`src/rtl/dcache_pkg.sv`:
```
// Shared data-cache types: write-buffer entry layout and drain engine states.
package dcache_pkg;

  localparam int DCACHE_DATA_W = 32;
  localparam int DCACHE_ADDR_W = 30;
  localparam int DCACHE_SEL_W  = DCACHE_DATA_W / 8;

  // Entry as stored in the write-buffer FIFO, packed {data, sel, address} MSB to LSB.
  typedef struct packed {
    logic [DCACHE_DATA_W-1:0] data;
    logic [DCACHE_SEL_W-1:0]  sel;
    logic [DCACHE_ADDR_W-1:0] address;
  } wbuf_entry_t;

  typedef enum logic [1:0] {
    IDLE  = 2'd0,
    FETCH = 2'd1,
    REQ   = 2'd2,
    WAIT  = 2'd3
  } drain_state_e;

endpackage

```
`src/rtl/wbuf_drain.sv`:
```
// Write-buffer drain engine: pops one store at a time and issues it as a single
// Wishbone pipelined write, yielding to the refill path via hold_i.
module wbuf_drain
  import dcache_pkg::*;
#(
  parameter  int DATA_W  = DCACHE_DATA_W,
  parameter  int ADDR_W  = DCACHE_ADDR_W,
  localparam int SEL_W   = DATA_W / 8,
  localparam int ENTRY_W = DATA_W + SEL_W + ADDR_W
) (
  input  logic               clk_i,
  input  logic               rst_i,
  input  logic               fifo_empty_i,
  output logic               fifo_re_o,
  input  logic [ENTRY_W-1:0] fifo_rdata_i,
  input  logic               hold_i,
  output logic               cyc_o,
  output logic               stb_o,
  output logic               we_o,
  output logic [ADDR_W-1:0]  adr_o,
  output logic [DATA_W-1:0]  dat_o,
  output logic [SEL_W-1:0]   sel_o,
  input  logic               stall_i,
  input  logic               ack_i,
  input  logic               err_i,
  output logic               busy_o,
  output logic               drained_o,
  output logic               err_o,
  output logic [ADDR_W-1:0]  err_addr_o,
  input  logic               err_clr_i
);

  drain_state_e      state_r;
  logic              cyc_r;
  logic              stb_r;
  logic              we_r;
  logic [ADDR_W-1:0] adr_r;
  logic [DATA_W-1:0] dat_r;
  logic [SEL_W-1:0]  sel_r;
  logic              err_r;
  logic [ADDR_W-1:0] err_addr_r;

  logic              pop_s;
  logic              accept_s;
  logic              term_s;
  logic              err_hit_s;
  logic [DATA_W-1:0] rd_data_s;
  logic [SEL_W-1:0]  rd_sel_s;
  logic [ADDR_W-1:0] rd_addr_s;

  // Pop/termination decode; the pop is gated by reset so no entry leaves the FIFO during reset.
  always_comb begin
    pop_s     = 1'b0;
    accept_s  = 1'b0;
    term_s    = 1'b0;
    err_hit_s = 1'b0;
    rd_data_s = fifo_rdata_i[ENTRY_W-1 -: DATA_W];
    rd_sel_s  = fifo_rdata_i[ADDR_W+SEL_W-1 -: SEL_W];
    rd_addr_s = fifo_rdata_i[ADDR_W-1:0];
    pop_s     = ~rst_i & (state_r == IDLE) & ~fifo_empty_i & ~hold_i;
    accept_s  = (state_r == REQ) & ~stall_i;
    term_s    = (accept_s | (state_r == WAIT)) & (ack_i | err_i);
    err_hit_s = term_s & err_i;
  end

  // Drain FSM and Wishbone request registers.
  always_ff @(posedge clk_i) begin
    if (rst_i) begin
      state_r <= IDLE;
      cyc_r   <= 1'b0;
      stb_r   <= 1'b0;
      we_r    <= 1'b0;
      adr_r   <= '0;
      dat_r   <= '0;
      sel_r   <= '0;
    end else begin
      case (state_r)
        IDLE: begin
          if (pop_s) begin
            state_r <= FETCH;
          end
        end
        FETCH: begin
          adr_r   <= rd_addr_s;
          dat_r   <= rd_data_s;
          sel_r   <= rd_sel_s;
          cyc_r   <= 1'b1;
          stb_r   <= 1'b1;
          we_r    <= 1'b1;
          state_r <= REQ;
        end
        REQ: begin
          if (accept_s) begin
            stb_r <= 1'b0;
            we_r  <= 1'b0;
            // A response in the accept cycle closes the write without a WAIT cycle.
            if (term_s) begin
              cyc_r   <= 1'b0;
              state_r <= IDLE;
            end else begin
              state_r <= WAIT;
            end
          end
        end
        WAIT: begin
          if (term_s) begin
            cyc_r   <= 1'b0;
            state_r <= IDLE;
          end
        end
        default: begin
          state_r <= IDLE;
          cyc_r   <= 1'b0;
          stb_r   <= 1'b0;
          we_r    <= 1'b0;
        end
      endcase
    end
  end

  // Sticky error flag; a new error beats a simultaneous clear and refreshes the address.
  always_ff @(posedge clk_i) begin
    if (rst_i) begin
      err_r      <= 1'b0;
      err_addr_r <= '0;
    end else if (err_hit_s) begin
      err_r <= 1'b1;
      if (~err_r | err_clr_i) begin
        err_addr_r <= adr_r;
      end
    end else if (err_clr_i) begin
      err_r <= 1'b0;
    end
  end

  assign fifo_re_o  = pop_s;
  assign cyc_o      = cyc_r;
  assign stb_o      = stb_r;
  assign we_o       = we_r;
  assign adr_o      = adr_r;
  assign dat_o      = dat_r;
  assign sel_o      = sel_r;
  assign busy_o     = (state_r != IDLE);
  assign drained_o  = fifo_empty_i & ~busy_o;
  assign err_o      = err_r;
  assign err_addr_o = err_addr_r;

endmodule

```
`config.mk`:
```
export PLATFORM = sky130hd
export DESIGN_NAME = wbuf_drain
export DESIGN_NICKNAME = d
export VERILOG_FILES = /design/src/rtl/dcache_pkg.sv /design/src/rtl/wbuf_drain.sv
export SDC_FILE = /design/constraint.sdc
export NUM_CORES = 1
export LEC_CHECK = 0
export CORE_ASPECT_RATIO = 1.2
export CORE_MARGIN = 2
export CORE_UTILIZATION = 44
export DETAILED_ROUTE_END_ITERATION = 7
export GPL_ROUTABILITY_DRIVEN = 0
export PLACE_DENSITY = 0.95
export SYNTH_ARGS = -nofsm -noshare
export SYNTH_HDL_FRONTEND = slang
export SYNTH_SLANG_ARGS = --single-unit
```
`constraint.sdc`:
```
create_clock -name clk_i -period 3.3 [get_ports clk_i]
set_input_delay 0.33 -clock clk_i [delete_from_list [all_inputs] [get_ports clk_i]]
set_output_delay 0.33 -clock clk_i [all_outputs]
set_load 0.01 [all_outputs]
```
# Yosys cells after proc, flatten, opt, wreduce, memory -nomap -nowiden
# Cells that the tools add are included.
# word_totals
reg_bits	101
out_inout_bits	103
wordCells	51
mem_bits_ro	0
memories	0
input_bits	74
latch_bits	0
ramBits	0
# classes
muxes	12
eq_ne	6
multipliers	0
n_reduce_logical	9
bitwise_logic	16
n_addsub	0
n_shift	0
n_div	0
order_cmp	0
# op_table
op	count
2-bit 2-to-1 mux	4
2-bit one-hot mux with 4 select lines	1
1-bit bitwise AND	7
2-bit inequality test, second input constant	3
1-bit inverter	6
2-bit AND reduction	3
2-bit nonzero test	3
1-bit 2-to-1 mux	5
2-bit equality test, second input constant	2
1-bit bitwise OR	3
1-bit one-hot mux with 3 select lines	1
3-bit AND reduction	1
3-bit nonzero test	1
2-bit by 1-bit equality test with 1-bit output, second input constant	1
2-bit logical NOT	1
1-bit one-hot mux with 2 select lines	1

# Longest topological paths before layout
# depth
word_depth	7
ltp_mapped	5
mapped_depth_nobuf	3

# Worst setup path before layout
# OpenSTA, ideal clock, no wires.
# synth_timing
path_type	register to output
from	reg state_r[0]
to	out fifo_re_o
stages_incl_launch_ff	4
arrival_time_ns	1.163
n_path_buf	0
required_ns	2.970
path_slack_ns	1.807
path_cell_list	dfxtp_1 or2_2 or3_1 nor2_1
# synth_via
elab_chain_len	4
# synth_rtl
item	line	rtl
from (decl)	wbuf_drain.sv:33	drain_state_e state_r;
from (signal assigned)	wbuf_drain.sv:69	state_r <= IDLE;
from (signal assigned)	wbuf_drain.sv:80	state_r <= FETCH;
from (signal assigned)	wbuf_drain.sv:90	state_r <= REQ;
2-bit logical NOT	wbuf_drain.sv:60	pop_s = ~rst_i & (state_r == IDLE) & ~fifo_empty_i & ~hold_i;
1-bit bitwise AND (3 in a row)	wbuf_drain.sv:60	
to (decl)	wbuf_drain.sv:14	output logic fifo_re_o,
# Every way passes these cells.

# Worst setup path in the final report
# Ends and elaborated chain as after synthesis.

==> metrics.md <==
| Metric | Value |
|---|---|
| Port Buffer Count | `roughly 180` |
| Clock sinks | `101` |
| Cell with the largest stage delay on the worst path | `clkdlybuf4s50_1` |
| Final Non-Filler Cells | `~730` |
| Setup WS pre-CTS | `1.14 ns` |
| Synth cell types | `20` |
| Crit path arrival time | `between 2 and 2.5 ns` |
| Slew margin rel. | `a little under a quarter` |
| Wire length per cell | `around 14 µm` |
| Core ar. | `0.00852 mm²` |
| Tcrit/Tclk final | `between 70 and 80%` |
| Vias in the first global route | `around 3600` |
| CTS Buf Count | `9` |
| Clock Latency Late Sink | `roughly 0.35 ns` |
| Core Rows | `37` |
| Post-Route Utilization | `around 68%` |
| VDD IR-drop max | `237 µV` |
| Via count | `roughly 3500` |
| # DRC | `0` |
| Final Net Count | `~680` |
| Status | `completed` |
| Initial DRC Count | `~150` |
| Final slew viol count | `0` |
| Hold Buf Count CTS | `0` |
| Cells after Synth | `446` |
| CTS tree | `done` |
| Largest cells by area after synthesis | `dfxtp_1 53%, nand2_1 13%, nand2b_1 10%` |
| Post-CTS Repair Setup Buffers | `0` |
| Worst hold-check path type | `reg -> reg` |
| Max incr delay on CP | `between 0.5 and 0.6 ns` |
| Post-DP Area | `around 0.0056 mm²` |
| Flops & latches, synth | `between 100 and 150` |
| Slew @ Worst Pin | `1.15 ns` |
| Cell Area, Synth | `around 0.0038 mm²` |
| Grt total ovfl | `0` |
| Power per Cell Area | `392 mW/mm²` |
| IO Pins | `between 150 and 200` |
| Mapped Nets | `between 500 and 600` |
| Critical Path End Type | `output pin` |
| CTS max path bufs | `2` |
| Die area | `around 0.0095 mm²` |
| Root buffer cell | `clkbuf_8` |
| Die Ht | `around 110 µm` |
| Area grow syn2layout | `51.2%` |
| Gr usage total | `a little over a fifth` |
| Met1 Track Usage GR | `23.0%` |
| Critical-path maximum fanout | `6` |
| Synthesis Warnings | `0` |
| Post-detail-place hpwl | `7450 µm` |
| RSZ-0062 raised after global routing | `no` |
| Post-synthesis sequential area ratio | `52.8%` |
| Mapped Avg Cell Area | `between 8 and 9 µm²` |
| CTS resizes | `0` |
| Max cap viols | `0` |
| Endpoints failing setup | `0` |
| Post-route ant nets | `0` |
| Largest net degree at the start of global routing | `81` |
| Worst path cell trace | `or2_2 -> or3_1 -> nor2_1 -> clkdlybuf4s50_1` |
| Critical path type | `reg -> out` |
| Synth top area share | `between 50% and 60%` |
| Peak Freq | `0.416 GHz` |
| Synth area leader | `dfxtp_1` |
| Fillers | `roughly 680` |
| DR pass1 iterations | `5` |
| Busiest grt layer | `met2` |
| Die W | `just under 90 µm` |
| Antenna fix cells | `0` |
| Layout cells sized above 1 | `~3.9%` |
| Design area | `between 0.005 and 0.006 mm²` |
| Via density | `about 4.8` |
| Worst Path Required | `2.97 ns` |
| Min Tclk post-route | `between 2 and 2.5 ns` |
| Hold Fails Final Rpt | `0` |
| Antenna violations before repair | `0` |
| Max H-tree Level | `3` |
| PnR worst setup slack | `~0.90 ns` |
| Setup TNS | `0 ns` |
| First-pass GRT wire length | `~16000 µm` |
| Post-Route WL | `10200 µm` |
| # placed instances | `711` |
| Worst-path clk slew | `0.09 ns` |
| Grt met2 use | `between 30% and 40%` |
| Initial Util | `between 40% and 50%` |
| Leakage power | `around 1.9 nW` |
| Routing usage on met3 | `approximately 6.2%` |
| CP Launch Type | `register` |
| Clock Skew | `roughly 0.014 ns` |
-- synthesized netlist by cell type (all sizes together) --
cell type    n
a21oi       70
and2b        1
buf         23
clkbuf       9
dfxtp      101
inv          1
mux2i       30
nand2      133
nand2b      62
nand3b       1
nor2         4
nor2b        3
nor3         2
o21ai        2
o21ba        1
o21bai       1
or2          1
or3          1
-- flip-flops by register name, indices dropped and copies added (netlist names) --
signal and flops:
sel_o 4, err_o 1, state_r 2, cyc_o 1, dat_o 32, we_o 1, adr_o 30, err_addr_o 30
-- cell families after synthesis --
kind of cell,synth area share (%)
buffers and inverters,4.31
multiplexers,7.84
AND/OR/NAND/NOR,25.2
AO/OA/AOI/OAI,9.87
flip-flops,52.8
-- critical path, delay by kind of cell (launching register included) --
| kind | cells | cell delay (ns) |
|---|---|---|
| buffers and inverters | 1 | 0.56 |
| DFF | 1 | 0.37 |
| and+or+nand+nor | 3 | 0.80 |
-- metrics by stage --
step | total power, W | hold WS, ns
6_report | 0.00227 | 0.458
5_1_grt | 0.00236 | 0.478
4_1_cts | 0.00230 | 0.458
3_5_place_dp | 0.00160 | 0.447
3_3_place_gp | 0.00159 | 0.441
2_1_floorplan | 0.00142 | 0.466
-- area by class of cell --
class	count	area [µm²]	share of cell area, %
sequential	101	2020	34.9
clock buffer	11	141	2.44
timing repair buffer	180	1790	30.9
inverter	1	3.75	0.0649
clock inverter	4	33.8	0.584
multi-input combinational	312	1650	28.5
tap	117	146	2.53
-- routing by layer --
layer	part of all wire [%]	vias to the layer above	wire, µm
li1	-	1741	-
met1	38	1621	3870
met2	53	131	5360
met3	6.5	25	662
met4	2.9	0	299
met5	0	-	0
-- cell usage in the layout (no fill, tap or decap) --
cell,count
nor3_1,1
o21ba_2,1
o21ai_0,2
clkbuf_1,1
buf_4,5
or2_2,1
clkinv_4,2
clkbuf_8,10
nor2b_1,3
inv_6,1
nor3_4,1
dfxtp_1,101
nand3b_1,1
nand2b_1,61
inv_1,1
nand2_1,133
clkinvlp_4,1
or3_1,1
clkdlybuf4s50_1,175
and2b_2,1
mux2i_1,30
o21bai_1,1
nand2b_2,1
nor2_1,4
a21oi_1,70
-- report_power, final --
| part | internal [W] | switching, W | total (W) |
|---|---|---|---|
| combinational | 0.000173 | 0.000120 | 0.000293 |
| clock | 0.000297 | 0.000405 | 0.000702 |
| sequential | 0.00125 | 0.0000230 | 0.00127 |
-- path summary, 6_finish.rpt --
path | start | to | slack, ns | cells past startpoint
setup / recovery | state_r[0]$_SDFFE_PP0P_ | fifo_re_o | 0.90 | 4
hold / removal | dat_o[22]$_SDFFE_PP0P_ | dat_o[22]$_SDFFE_PP0P_ | 0.46 | 2
setup reg to reg | state_r[1]$_SDFFE_PP0P_ | adr_o[24]$_SDFFE_PP0P_ | 1.46 | 4
hold reg to reg | dat_o[22]$_SDFFE_PP0P_ | dat_o[22]$_SDFFE_PP0P_ | 0.46 | 2
Note: power is estimated with default switching activity, not from simulation.
